$ cat src/rtl/clock_chain_ctrl.sv
`default_nettype none
// ============================================================================
// clock_chain_ctrl : count-enable/load sequencing and button-driven time-set
//                    FSM for a three-slice BCD HH:MM:SS counter chain.
// Revision         : 1.0
// ============================================================================
module clock_chain_ctrl #(
  parameter logic [7:0] HR_WRAP  = 8'h23,
  parameter logic [7:0] HR_RESET = 8'h00
) (
  input  logic       clk,
  input  logic       reset,
  input  logic       tick,
  input  logic       btn_mode,
  input  logic       btn_inc,
  input  logic [7:0] sec_q,
  input  logic [7:0] min_q,
  input  logic [7:0] hr_q,
  input  logic       sec_cout,
  input  logic       min_cout,
  output logic       sec_cin,
  output logic       min_cin,
  output logic       hr_cin,
  output logic       sec_load,
  output logic       min_load,
  output logic       hr_load,
  output logic [7:0] load_data,
  output logic [1:0] mode,
  output logic       blink,
  output logic       day_tick
);

  localparam logic [1:0] S_RUN     = 2'd0;
  localparam logic [1:0] S_SET_HR  = 2'd1;
  localparam logic [1:0] S_SET_MIN = 2'd2;
  localparam logic [1:0] S_SET_SEC = 2'd3;

  logic [1:0] mode_q;
  logic [1:0] mode_d;
  logic       blink_q;
  logic       blink_d;
  logic       day_tick_q;
  logic       day_tick_d;

  logic       w_hold;
  logic       w_inc;
  logic       w_hr_at_wrap;
  logic       w_day_wrap;
  logic       w_unused_slice_bits;

  // Coincident presses: the mode advance wins and the cycle drives nothing.
  assign w_hold       = btn_mode & btn_inc;
  assign w_inc        = btn_inc & ~btn_mode;
  assign w_hr_at_wrap = (hr_q == HR_WRAP);

  // Seconds/minutes values are not needed: their carries come from the slices.
  assign w_unused_slice_bits = ^{sec_q, min_q};

  always_comb begin
    sec_cin    = 1'b0;
    min_cin    = 1'b0;
    hr_cin     = 1'b0;
    sec_load   = 1'b0;
    min_load   = 1'b0;
    hr_load    = 1'b0;
    load_data  = 8'h00;
    w_day_wrap = 1'b0;
    if (!reset && !w_hold) begin
      case (mode_q)
        S_RUN: begin
          sec_cin = tick;
          min_cin = sec_cout;
          if (w_hr_at_wrap && min_cout) begin
            hr_load    = 1'b1;
            load_data  = HR_RESET;
            w_day_wrap = 1'b1;
          end else begin
            hr_cin = min_cout;
          end
        end
        S_SET_HR: begin
          if (w_inc) begin
            if (w_hr_at_wrap) begin
              hr_load   = 1'b1;
              load_data = HR_RESET;
            end else begin
              hr_cin = 1'b1;
            end
          end
        end
        S_SET_MIN: begin
          min_cin = w_inc;
        end
        S_SET_SEC: begin
          sec_load = w_inc;
        end
        default: begin
        end
      endcase
    end
  end

  always_comb begin
    mode_d     = btn_mode ? (mode_q + 2'd1) : mode_q;
    day_tick_d = w_day_wrap;
    blink_d    = blink_q;
    if (btn_mode || (mode_q == S_RUN)) begin
      blink_d = 1'b0;
    end else if (tick) begin
      blink_d = ~blink_q;
    end
  end

  always_ff @(posedge clk) begin
    if (reset) begin
      mode_q     <= S_RUN;
      blink_q    <= 1'b0;
      day_tick_q <= 1'b0;
    end else begin
      mode_q     <= mode_d;
      blink_q    <= blink_d;
      day_tick_q <= day_tick_d;
    end
  end

  assign mode     = mode_q;
  assign blink    = blink_q;
  assign day_tick = day_tick_q;

endmodule
`default_nettype wire

$ cat config.mk
export PLATFORM = sky130hd
export DESIGN_NAME = clock_chain_ctrl
export DESIGN_NICKNAME = d
export VERILOG_FILES = /design/src/rtl/clock_chain_ctrl.sv
export SDC_FILE = /design/constraint.sdc
export NUM_CORES = 1
export LEC_CHECK = 0
export CAP_MARGIN = 30
export CORE_ASPECT_RATIO = 1.1
export CORE_MARGIN = 3
export CORE_UTILIZATION = 24
export DETAILED_ROUTE_END_ITERATION = 8
export GPL_ROUTABILITY_DRIVEN = 1
export PLACE_DENSITY = 0.87
export SLEW_MARGIN = 30
export SYNTH_ARGS = -nofsm -noshare
export SYNTH_HDL_FRONTEND = slang
export SYNTH_SLANG_ARGS = --single-unit
$ cat constraint.sdc
create_clock -name clk -period 2 [get_ports clk]
set_clock_uncertainty 0.1 [all_clocks]
set_input_delay 0.5 -clock clk [delete_from_list [all_inputs] [get_ports clk]]
set_output_delay 0.5 -clock clk [all_outputs]
set_load 0.1 [all_outputs]
**Yosys cells after proc, flatten, opt, wreduce, memory -nomap -nowiden**

Cells that the tools add are included.

- $add $sub $neg: 1
- Eq/ne operators: 4
- Mux-type cells: 16
- Bitwise logic cells: 6
- Reduce and logical (&&, ||, !) cells: 8

Operator list:

| cell | count |
|---|---|
| two-way mux 1 bit | 13 |
| == test 8 x 6 -> 1 bit (second input constant) | 1 |
| case mux 1 bit (2 select lines) | 3 |
| == test 2 bit (second input constant) | 2 |
| NOT 1 bit | 4 |
| OR reduction 3 bit | 1 |
| adder 2 x 1 -> 2 bit (second input constant) | 1 |
| bitwise AND 1 bit | 2 |
| == test 2 x 1 -> 1 bit (second input constant) | 1 |
| logical AND 1 bit | 2 |
| zero test 1 bit | 2 |
| zero test 2 bit | 1 |
| OR reduction 2 bit | 1 |
| logical OR 1 bit | 1 |

- Flip-flop bits (word level): 4
- Output and inout port bits: 18
- Word-level logic and storage cells: 38

**Logic depth before layout (Yosys ltp)**

Gate-level depths: netlist of run 1.

- Depth after elaboration: 5
- Depth in mapped cells: 4
- Mapped depth without buffers: 4

**Worst setup path before layout of run 1**

No wires, ideal clock.

- Kind: register to output
- Start point: reg mode_q[0] (netlist: mode[0])
- End point: out sec_load
- Data arrival time: 3349 ps
- Required time: 1400 ps
- Slack: -1949 ps
- Stages on the path, launching flop included: 4
- Buffers on the path: 0
- Cell sequence: dfxtp_1 > ha_1 > nand2_1 > nor3_1

- Word-level cells in the longest chain between the ends: 3

RTL lines:

| element | RTL line | RTL |
|---|---|---|
| from (decl) | 38 | `logic [1:0] mode_q;` |
| from (signal assigned) | 120 | `mode_q <= mode_d;` |
| == test 2 bit | 69 | `case (mode_q)` |
| two-way mux 1 bit | 69 |  |
| two-way mux 1 bit | 68 | `if (!reset && !w_hold) begin` |
| to (decl) | 24 | `output logic sec_load,` |

No other way between the ends.

**Worst setup path after layout of run 1**

- Start point: in hr_q[2]
- End point: out hr_load

- Word-level cells in the longest chain between the ends: 5
- Elaborated cells on any way between the ends: 7
- Those cells by class: eq/ne: 1; mux: 5; reduce/logical: 1

RTL lines:

| element | RTL line | RTL |
|---|---|---|
| from (decl) | 18 | `input logic [7:0] hr_q,` |
| == test 8 x 6 -> 1 bit * | 54 | `assign w_hr_at_wrap = (hr_q == HR_WRAP);` |
| two-way mux 1 bit / logical AND 1 bit (equally long branches) | 83, 73 |  |
| two-way mux 1 bit, on equally long branches | 82, 73 |  |
| case mux 1 bit (2 select lines) * | 69 |  |
| two-way mux 1 bit * | 68 |  |
| to (decl) | 26 | `output logic hr_load,` |

Every way passes the cells marked *; elsewhere a longest branch is shown, timed or not.

==> summary.md, run 1 <==
| Metric | Value |
|---|---|
| 1st-iter DRT viols | `2` |
| Overall power | `498.3 uW` |
| GRT overflow | `0` |
| # rows | `14` |
| DP Wirelength | `903 um` |
| Worst Path Arrival | `1680 ps` |
| Synthesized instance count | `41` |
| Most area-consuming cells after synthesis | `dfxtp_1 22%, buf_4 18%, ha_1 13%` |
| # clock sinks | `4` |
| WL final | `1159 um` |
| CP Capture Type | `output pin` |
| Nets | `113` |
| Post-synth ARST share | `0%` |
| Synth Register Bits | `4` |
| Min Hold Slack | `447.6 ps` |
| Worst min path class | `reg -> reg` |
| Pins Over Slew Limit | `0` |
| Final worst slack | `-282.3 ps` |
| Tmin final | `2282 ps` |
| Failing checks | `negative setup slack` |
| CTS tree | `done` |
| Period utilization | `114.1%` |
| Post-route ant nets | `0` |
| Endpoints failing hold | `0` |
| Htree depth | `1` |
| Vias in the first global route | `399` |
| Number of flops mapped to enable cells by yosys | `0` |
| Clock share of power | `21.7%` |
| Routed vias/inst | `4.312` |
| Max Root-Sink Buffers | `2` |
| Sequential Power Share | `18.6%` |
| Commonest cells in the netlist | `9 x buf_4, 4 x dfxtp_1, 4 x ha_1` |
| TritonRoute pass-1 iters | `3` |
| Total track usage | `12.16%` |
| RSZ-0062 raised after global routing | `true` |
| Clock Pin Slew Worst Setup and Hold Paths | `40 ps` |
| Register area share after synthesis | `21.55%` |
| Initial antenna violation count | `0` |
| Clock Latency Late Sink | `230 ps` |
| Reg2reg path depth | `5` |
| Layout cell share with drive strength beyond 1 | `50.65%` |
| Count leader, synth | `buf_4` |
| Worst ir drop on vdd | `0.4457 mV` |
| Cell variety after synth | `22` |
| Multi-input gate area | `295.3 um2` |
| Crit Path Class | `in -> out` |
| Post-synth top flop | `dfxtp_1` |
| Antenna Cells | `0` |
| Leading area contributor after synthesis | `dfxtp_1` |
| Die H | `47.27 um` |
| CTS Root Cell | `clkbuf_4` |
| Final Util | `59.08%` |
| Sequential Area | `87.58 um2` |
| DR vias | `401` |
| Setup violations, final | `2` |
| Ports | `49` |
| Ys Warns | `0` |
| DRC | `0` |
| Starting density of the core | `26.19%` |
| Die ar. | `2057 um2` |
| Fillers | `127` |
| Cell Int Power | `262.5 uW` |
| Power density cells | `594.5 nW/um2` |
| Outcome | `finished, violations left` |
| Syn_area_per_cell | `9.064 um2` |
| Area Overhead vs Synth | `125.6%` |
| Largest net degree at the start of global routing | `6` |
| CP Max Fanout | `3` |
| Port buffer count | `23` |
| Switch Pwr | `235.9 uW` |
| Max-Cap Viols | `0` |
| Syn Std Cell Area | `371.6 um2` |
| Switching Share | `47.33%` |
| Placer congestion estimate | `0.7418` |
| Avg WL per Cell | `12.46 um` |
| Cts bufs inserted | `3` |
| Req. time, crit path | `1400 ps` |
| Core Area | `1419 um2` |
| Fmax | `438.2 MHz` |
| Worst hold stages | `2` |
| Die X-Extent | `43.52 um` |
| Startpoint types | `input pin` |
| Proportion of netlist area held by the largest area contributor | `21.55%` |
| Combinational fraction of design power | `59.7%` |
| First-pass GRT wire length | `1718 um` |
| Static leakage | `0.0003877 uW` |
## placed cells by master (no fill, tap or decap), types with 2 or more instances in the layout
cell type / instances
clkdlybuf4s50_1: 2
clkbuf_4: 3
buf_2: 3
dlygate4sd2_1: 4
buf_6: 5
buf_12: 9
ha_1: 3
nand2_1: 2
dfxtp_4: 2
clkdlybuf4s15_1: 3
dfxtp_1: 2
xnor2_1: 2
conb_1: 9
buf_4: 7
nor2_1: 2
## final cells by class
cell class	instances	share of cell area (%)
inverters	2	0.8955
multi-input cells	33	35.22
repair buffers	34	47.91
well taps	16	2.388
clock buffers	4	3.134
flip-flops and latches	4	10.45
## flip-flops by register name, indices dropped and copies added (netlist names)
name / flops
day_tick: 1
mode: 2
blink: 1
## power groups by stage
stage          combinational, uW  clock, uW  sequential [uW]
6_report                     298        108             92.6
5_1_grt                      312        120             93.3
4_1_cts                      281        113             94.3
3_5_place_dp                 276          0             95.3
2_1_floorplan                163          0              126
3_3_place_gp                 270          0             95.3
## final timing paths
| check | start | to | slack [ps] |
|---|---|---|---|
| max reg2reg | mode[1]$_SDFFE_PP0P_ | day_tick$_SDFF_PP0_ | 780 |
| max | hr_q[2] | hr_load | -280 |
| min reg2reg | mode[1]$_SDFFE_PP0P_ | mode[1]$_SDFFE_PP0P_ | 450 |
| min | mode[1]$_SDFFE_PP0P_ | mode[1]$_SDFFE_PP0P_ | 450 |
## what timing repair did
item | CTS | global route
endpoints found under the setup margin | 5 | 4
hold buffers | 0 | 0
buffers inserted | 1 | 3
gates resized for setup | 28 | 8
pin swaps | 5 | 7
## through the flow
step	instance area [um2]	TNS [ps]	setup WS (ps)	std cells
after floorplan	430.4	-1145	-758.2	49
after global placement	750.7	-1833	-588.9	85
after detailed placement	750.7	-1942	-618.1	85
after CTS	799.5	-512.6	-310.8	90
after global routing	838.3	-532.2	-328.9	93
final	838.3	-467.0	-282.3	93
## worst max-delay path, cell delays in order
cell and delay (ps):
buf_6 90, or4_4 560, nor4b_4 320, buf_12 210
## metal layers
layer | share of wire [%] | vias to the layer above | wire length (um) | GRT usage (%)
met5 | 0 | - | 0 | 0
met4 | 0.52 | 0 | 6 | 3.614
met3 | 10 | 2 | 119 | 6.513
met2 | 56 | 23 | 645 | 25.07
met1 | 33 | 179 | 388 | 9.910
li1 | - | 197 | - | -
## cell families (layout without fill, tap and decap cells)
logic type / after synthesis / after routing / synth area share [%]
other: 1 / 9 / 1.009
DFF: 4 / 4 / 21.55
adders and majority gates: 4 / 4 / 13.47
AOI/OAI and AO/OA: 5 / 5 / 10.44
and+or+nand+nor: 12 / 12 / 24.92
muxes: 1 / 1 / 2.694
xor gates and xnor gates: 2 / 2 / 4.715
buffers and inverters: 12 / 40 / 21.21
(Power assumes the default switching activity.)
==> inputs of run 2 (changes only) <==
- CORE_MARGIN: 3 -> default
- RECOVER_POWER: default -> 50
==> run 2 against run 1 <==
Net effect: the run still ends with negative setup slack left; non-clock buffer count fell by 2; setup slack is essentially flat; routed wire length down 6.2%; clock power up 6%; sequential share of layout area grew 0.45 points; worst hold slack gained 7.0 ps; largest cell class unchanged; highest routed layer is now met3.
==> summary.md, run 2 (synthesized netlist as in run 1, its figures left out) <==
| Metric | Value |
|---|---|
| 1st-iter DRT viols | `1` |
| Final worst slack | `-282.7 ps` |
| Worst min path class | `reg -> reg` |
| Routed vias/inst | `4.308` |
| CP startpoint | `hr_q[2]` |
| CP Capture Type | `output pin` |
| Power density cells | `630.8 nW/um2` |
| Ports | `49` |
| Multi-input gate area | `295.3 um2` |
| Worst ir drop on vdd | `0.3348 mV` |
| Core Area | `1401 um2` |
| Fin cells | `91` |
| Outcome | `finished, violations left` |
| # rows | `14` |
| Endpoints failing hold | `0` |
| Clock Latency Late Sink | `240 ps` |
| Antenna Cells | `0` |
| DP Wirelength | `835 um` |
| Max transition margin | `64.18%` |
| Commonest non-fill, non-tap cell in the layout | `conb_1` |
| Failing checks | `negative setup slack` |
| DRC | `0` |
| WL final | `1087 um` |
| Initial antenna violation count | `0` |
| Commonest cells after routing, fill and taps aside | `9 x conb_1, 7 x buf_12, 5 x buf_4, 4 x dlygate4sd2_1` |
| Overall power | `485.4 uW` |
| Static leakage | `0.0003588 uW` |
| CP Max Fanout | `3` |
| Layout cell share with drive strength beyond 1 | `48.00%` |
| Slew @ Worst Pin | `539.6 ps` |
| CTS tree | `done` |
| Max-Cap Viols | `0` |
| Startpoint types | `input pin` |
| Starting density of the core | `26.52%` |
| Die ar. | `1710 um2` |
| Area Overhead vs Synth | `107.1%` |
| CTS Hold Buffers Added | `0` |
| Vias in the first global route | `396` |
| Tmin final | `2283 ps` |
| Crit Path Class | `in -> out` |
| Post-route ant nets | `0` |
| Fillers | `139` |
| Pins Over Slew Limit | `0` |
| RR Startpoint | `mode[0]$_SDFFE_PP0P_` |
| Htree depth | `1` |
| Fmax | `438.1 MHz` |
| Port buffer count | `23` |
| Largest net degree at the start of global routing | `6` |
| RSZ-0062 raised after global routing | `true` |
| Period utilization | `114.1%` |
| Avg WL per Cell | `11.95 um` |
| First-pass GRT wire length | `1573 um` |
| Req. time, crit path | `1400 ps` |
| Largest register FFs | `2` |
| TritonRoute pass-1 iters | `2` |
| Hold Crit Start | `mode[1]$_SDFFE_PP0P_` |
| Clock Pin Slew Worst Setup and Hold Paths | `40 ps` |
| Setup violations, final | `4` |
| GRT overflow | `0` |
| Setup tns final | `-596.0 ps` |
| # clock sinks | `4` |
| Worst Path Arrival | `1680 ps` |
| Nets | `111` |
| Cells after DPL | `85` |
| CTS Root Cell | `clkbuf_4` |
| Sequential Area | `83.83 um2` |
| Total track usage | `14.31%` |
| Max Root-Sink Buffers | `2` |
| Cts bufs inserted | `3` |
| Die H | `43.27 um` |
| DR vias | `392` |
| Placer congestion estimate | `0.6780` |
| Die X-Extent | `39.52 um` |
run 2: changes by cell type in the layout (fill, tap and decap cells not counted), moves of 2 or more:
cell and change:
buf_12 -2, buf_4 -2, buf_6 -2, clkbuf_1 +2, clkbuf_2 +3
run 2: worst paths after layout:
kind / endpoint / slack [ps] / depth (start not counted)
worst max-delay path: hr_load / -280 / 4
worst min-delay path: mode[1]$_SDFFE_PP0P_ / 450 / 2
worst max register to register: blink$_SDFFE_PP0P_ / 690 / 4
worst min register to register: mode[1]$_SDFFE_PP0P_ / 450 / 2
run 2: cell type report:
cell class | instances | share of cell area, %
Tap cell | 16 | 2.602
Sequential cell | 4 | 10.89
Timing Repair Buffer | 32 | 43.74
Clock buffer | 4 | 3.415
Inverter | 2 | 0.9756
Multi-Input combinational cell | 33 | 38.37
run 2: metal layers:
| metal | global-route usage (%) | routed length (um) | up-vias |
|---|---|---|---|
| met5 | 0 | 0 | - |
| met4 | 4.138 | 0 | 0 |
| met2 | 26.56 | 633 | 22 |
| met1 | 12.14 | 355 | 179 |
| li1 | - | - | 191 |
| met3 | 7.853 | 98 | 0 |
run 2: metrics by stage:
| step | hold WS (ps) | worst slack (ps) | util (%) | area [um2] |
|---|---|---|---|---|
| CTS | 471.7 | -299.0 | 58.30 | 817.0 |
| global placement | 436.9 | -579.0 | 53.57 | 750.7 |
| finish | 454.6 | -282.7 | 54.91 | 769.5 |
| detailed placement | 447.0 | -616.6 | 53.57 | 750.7 |
| global route | 468.8 | -321.7 | 54.91 | 769.5 |
| floorplan | 462.7 | -758.2 | - | 430.4 |
run 2: power by group:
group,switching (uW),total (uW),internal (uW),leakage (uW)
clock,39.6,115,75.3,0.0000150
combinational,191,277,86.5,0.000310
sequential,8.55,93.5,84.9,0.0000334
run 2: timing repair:
| action | in CTS | in global routing |
|---|---|---|
| pin swaps | 8 | 3 |
| setup buffers | 2 | 0 |
| setup endpoints to repair | 5 | 4 |
| gates resized for setup | 33 | 4 |
| endpoints found under the hold margin | 0 | 0 |
run 2: worst max-delay path, cell delays in order:
cell and delay (ps):
buf_6 90, or4_4 550, nor4b_4 330, buf_12 210
==> inputs of run 3 (changes only) <==
- clock period: 2 -> 2.39 ns (I/O delays scaled with it)
==> run 3 against run 2 <==
Net effect: the run still ends with negative setup slack left; largest power group unchanged; die area unchanged; via count shrank 0.51%; combinational power down 24%.
==> summary.md, run 3 (synthesized netlist as in run 1, its figures left out) <==
| Metric | Value |
|---|---|
| Initial antenna violation count | `0` |
| Die H | `43.27 um` |
| # clock sinks | `4` |
| Fillers | `147` |
| First-pass GRT wire length | `1545 um` |
| Nets | `110` |
| Met2 WL | `518 um` |
| Max Root-Sink Buffers | `2` |
| Port buffer count | `23` |
| Core Area | `1401 um2` |
| WL met3 | `86 um` |
| Layout cell share with drive strength beyond 1 | `39.19%` |
| Max transition margin | `63.97%` |
| Setup violations, final | `2` |
| Htree depth | `1` |
| # rows | `14` |
| Worst min path class | `reg -> reg` |
| Largest register FFs | `2` |
| Final worst slack | `-94.18 ps` |
| Outcome | `finished, violations left` |
| Hold Crit Start | `mode[0]$_SDFFE_PP0P_` |
| Placement Setup Slack | `-428.3 ps` |
| CP Capture Type | `output pin` |
| Commonest non-fill, non-tap cell in the layout | `conb_1` |
| Worst hold stages | `2` |
| Post-route ant nets | `0` |
| Worst ir drop on vdd | `0.3820 mV` |
| GRT overflow | `0` |
| Startpoint types | `input pin` |
| Clock Pin Slew Worst Setup and Hold Paths | `40 ps` |
| Fin cells | `90` |
| Vias in the first global route | `406` |
| CTS Root Cell | `clkbuf_4` |
| Largest net degree at the start of global routing | `6` |
| Max-Cap Viols | `0` |
| Slew @ Worst Pin | `542.8 ps` |
| 1st-iter DRT viols | `1` |
| Pins Over Slew Limit | `0` |
| Worst Path Arrival | `1790 ps` |
| RR Endpoint | `day_tick$_SDFF_PP0_` |
| Total track usage | `13.29%` |
| DRC | `0` |
| DR vias | `390` |
| Antenna Cells | `0` |
| Die ar. | `1710 um2` |
| Area Overhead vs Synth | `90.91%` |
| Avg WL per Cell | `10.74 um` |
| TritonRoute pass-1 iters | `2` |
| DP Wirelength | `775.4 um` |
| Period utilization | `103.9%` |
| Starting density of the core | `26.52%` |
| Crit Path Class | `in -> out` |
| Static leakage | `0.0003386 uW` |
| Routed vias/inst | `4.333` |
| Endpoints failing hold | `0` |
| CP Max Fanout | `3` |
| Cells after DPL | `83` |
| WL final | `967 um` |
| CTS tree | `done` |
| Power density cells | `538.2 nW/um2` |
| Die X-Extent | `39.52 um` |
| Fmax | `402.5 MHz` |
| FF-to-FF setup slack | `1170 ps` |
| Clock Latency Late Sink | `240 ps` |
| Reg2reg path depth | `4` |
| Placer congestion estimate | `0.6746` |
| RR Startpoint | `mode[0]$_SDFFE_PP0P_` |
| Commonest cells after routing, fill and taps aside | `9 x conb_1, 8 x buf_4, 7 x dlygate4sd2_1, 5 x buf_12, 4 x ha_1` |
| Top routing layer in use | `met3` |
| RSZ-0062 raised after global routing | `true` |
| Failing checks | `negative setup slack` |
| Req. time, crit path | `1690 ps` |
| Ports | `49` |
| Hold path endpoint | `mode[0]$_SDFFE_PP0P_` |
| M1 WL | `362 um` |
| Cts bufs inserted | `3` |
| Tmin final | `2484 ps` |
-- run 3: worst max path at each step --
stage | startpoint | to | slack, ps | cells past startpoint
after floorplan | hr_q[7] | hr_load | -560 | 2
after detailed placement | hr_q[7] | hr_load | -430 | 4
after global placement | hr_q[7] | hr_load | -410 | 4
final | hr_q[2] | hr_load | -90 | 4
after global routing | hr_q[2] | hr_load | -120 | 4
after CTS | hr_q[2] | hr_load | -120 | 4
-- run 3: metal layers --
layer  vias up  GRT usage, %
met5         -             0
met4         0             0
met3         0         9.424
met2        22         23.28
met1       179         13.10
li1        189             -
-- run 3: report_power, final --
group / internal, uW / switching [uW] / total, uW
Combinational: 58.9 / 152 / 211
Sequential: 71.6 / 4.98 / 76.6
Clock: 62.9 / 31.4 / 94.3
-- run 3: area by class of cell --
class	count	area, um2	share of cell area [%]
flip-flops and latches	4	85.08	11.99
clock buffers	4	26.28	3.704
well taps	16	20.02	2.822
multi-input cells	33	264.0	37.21
inverters	2	7.507	1.058
repair buffers	31	306.5	43.21
-- run 3: critical path, stage by stage --
cell	delay [ps]
buf_6	90
or4_4	560
nor4b_4	330
buf_12	210
-- run 3: metrics by stage --
step	util [%]	TNS, ps	hold slack, ps	cell area, um2	total power, uW
2_1_floorplan	-	-639.6	560.2	426.7	241.7
3_3_place_gp	48.75	-887.0	416.4	683.2	289.2
3_5_place_dp	48.75	-909.6	424.1	683.2	291.3
4_1_cts	52.05	-126.8	440.6	729.5	390.3
5_1_grt	50.63	-141.0	472.5	709.4	401.5
6_report	50.63	-98.92	433.4	709.4	381.8
-- run 3: timing repair --
item | in CTS | in global routing
pin swaps | 7 | 1
hold buffers | 0 | 0
endpoints found under the setup margin | 5 | 2
resized for setup | 23 | 0
setup buffers | 3 | 0
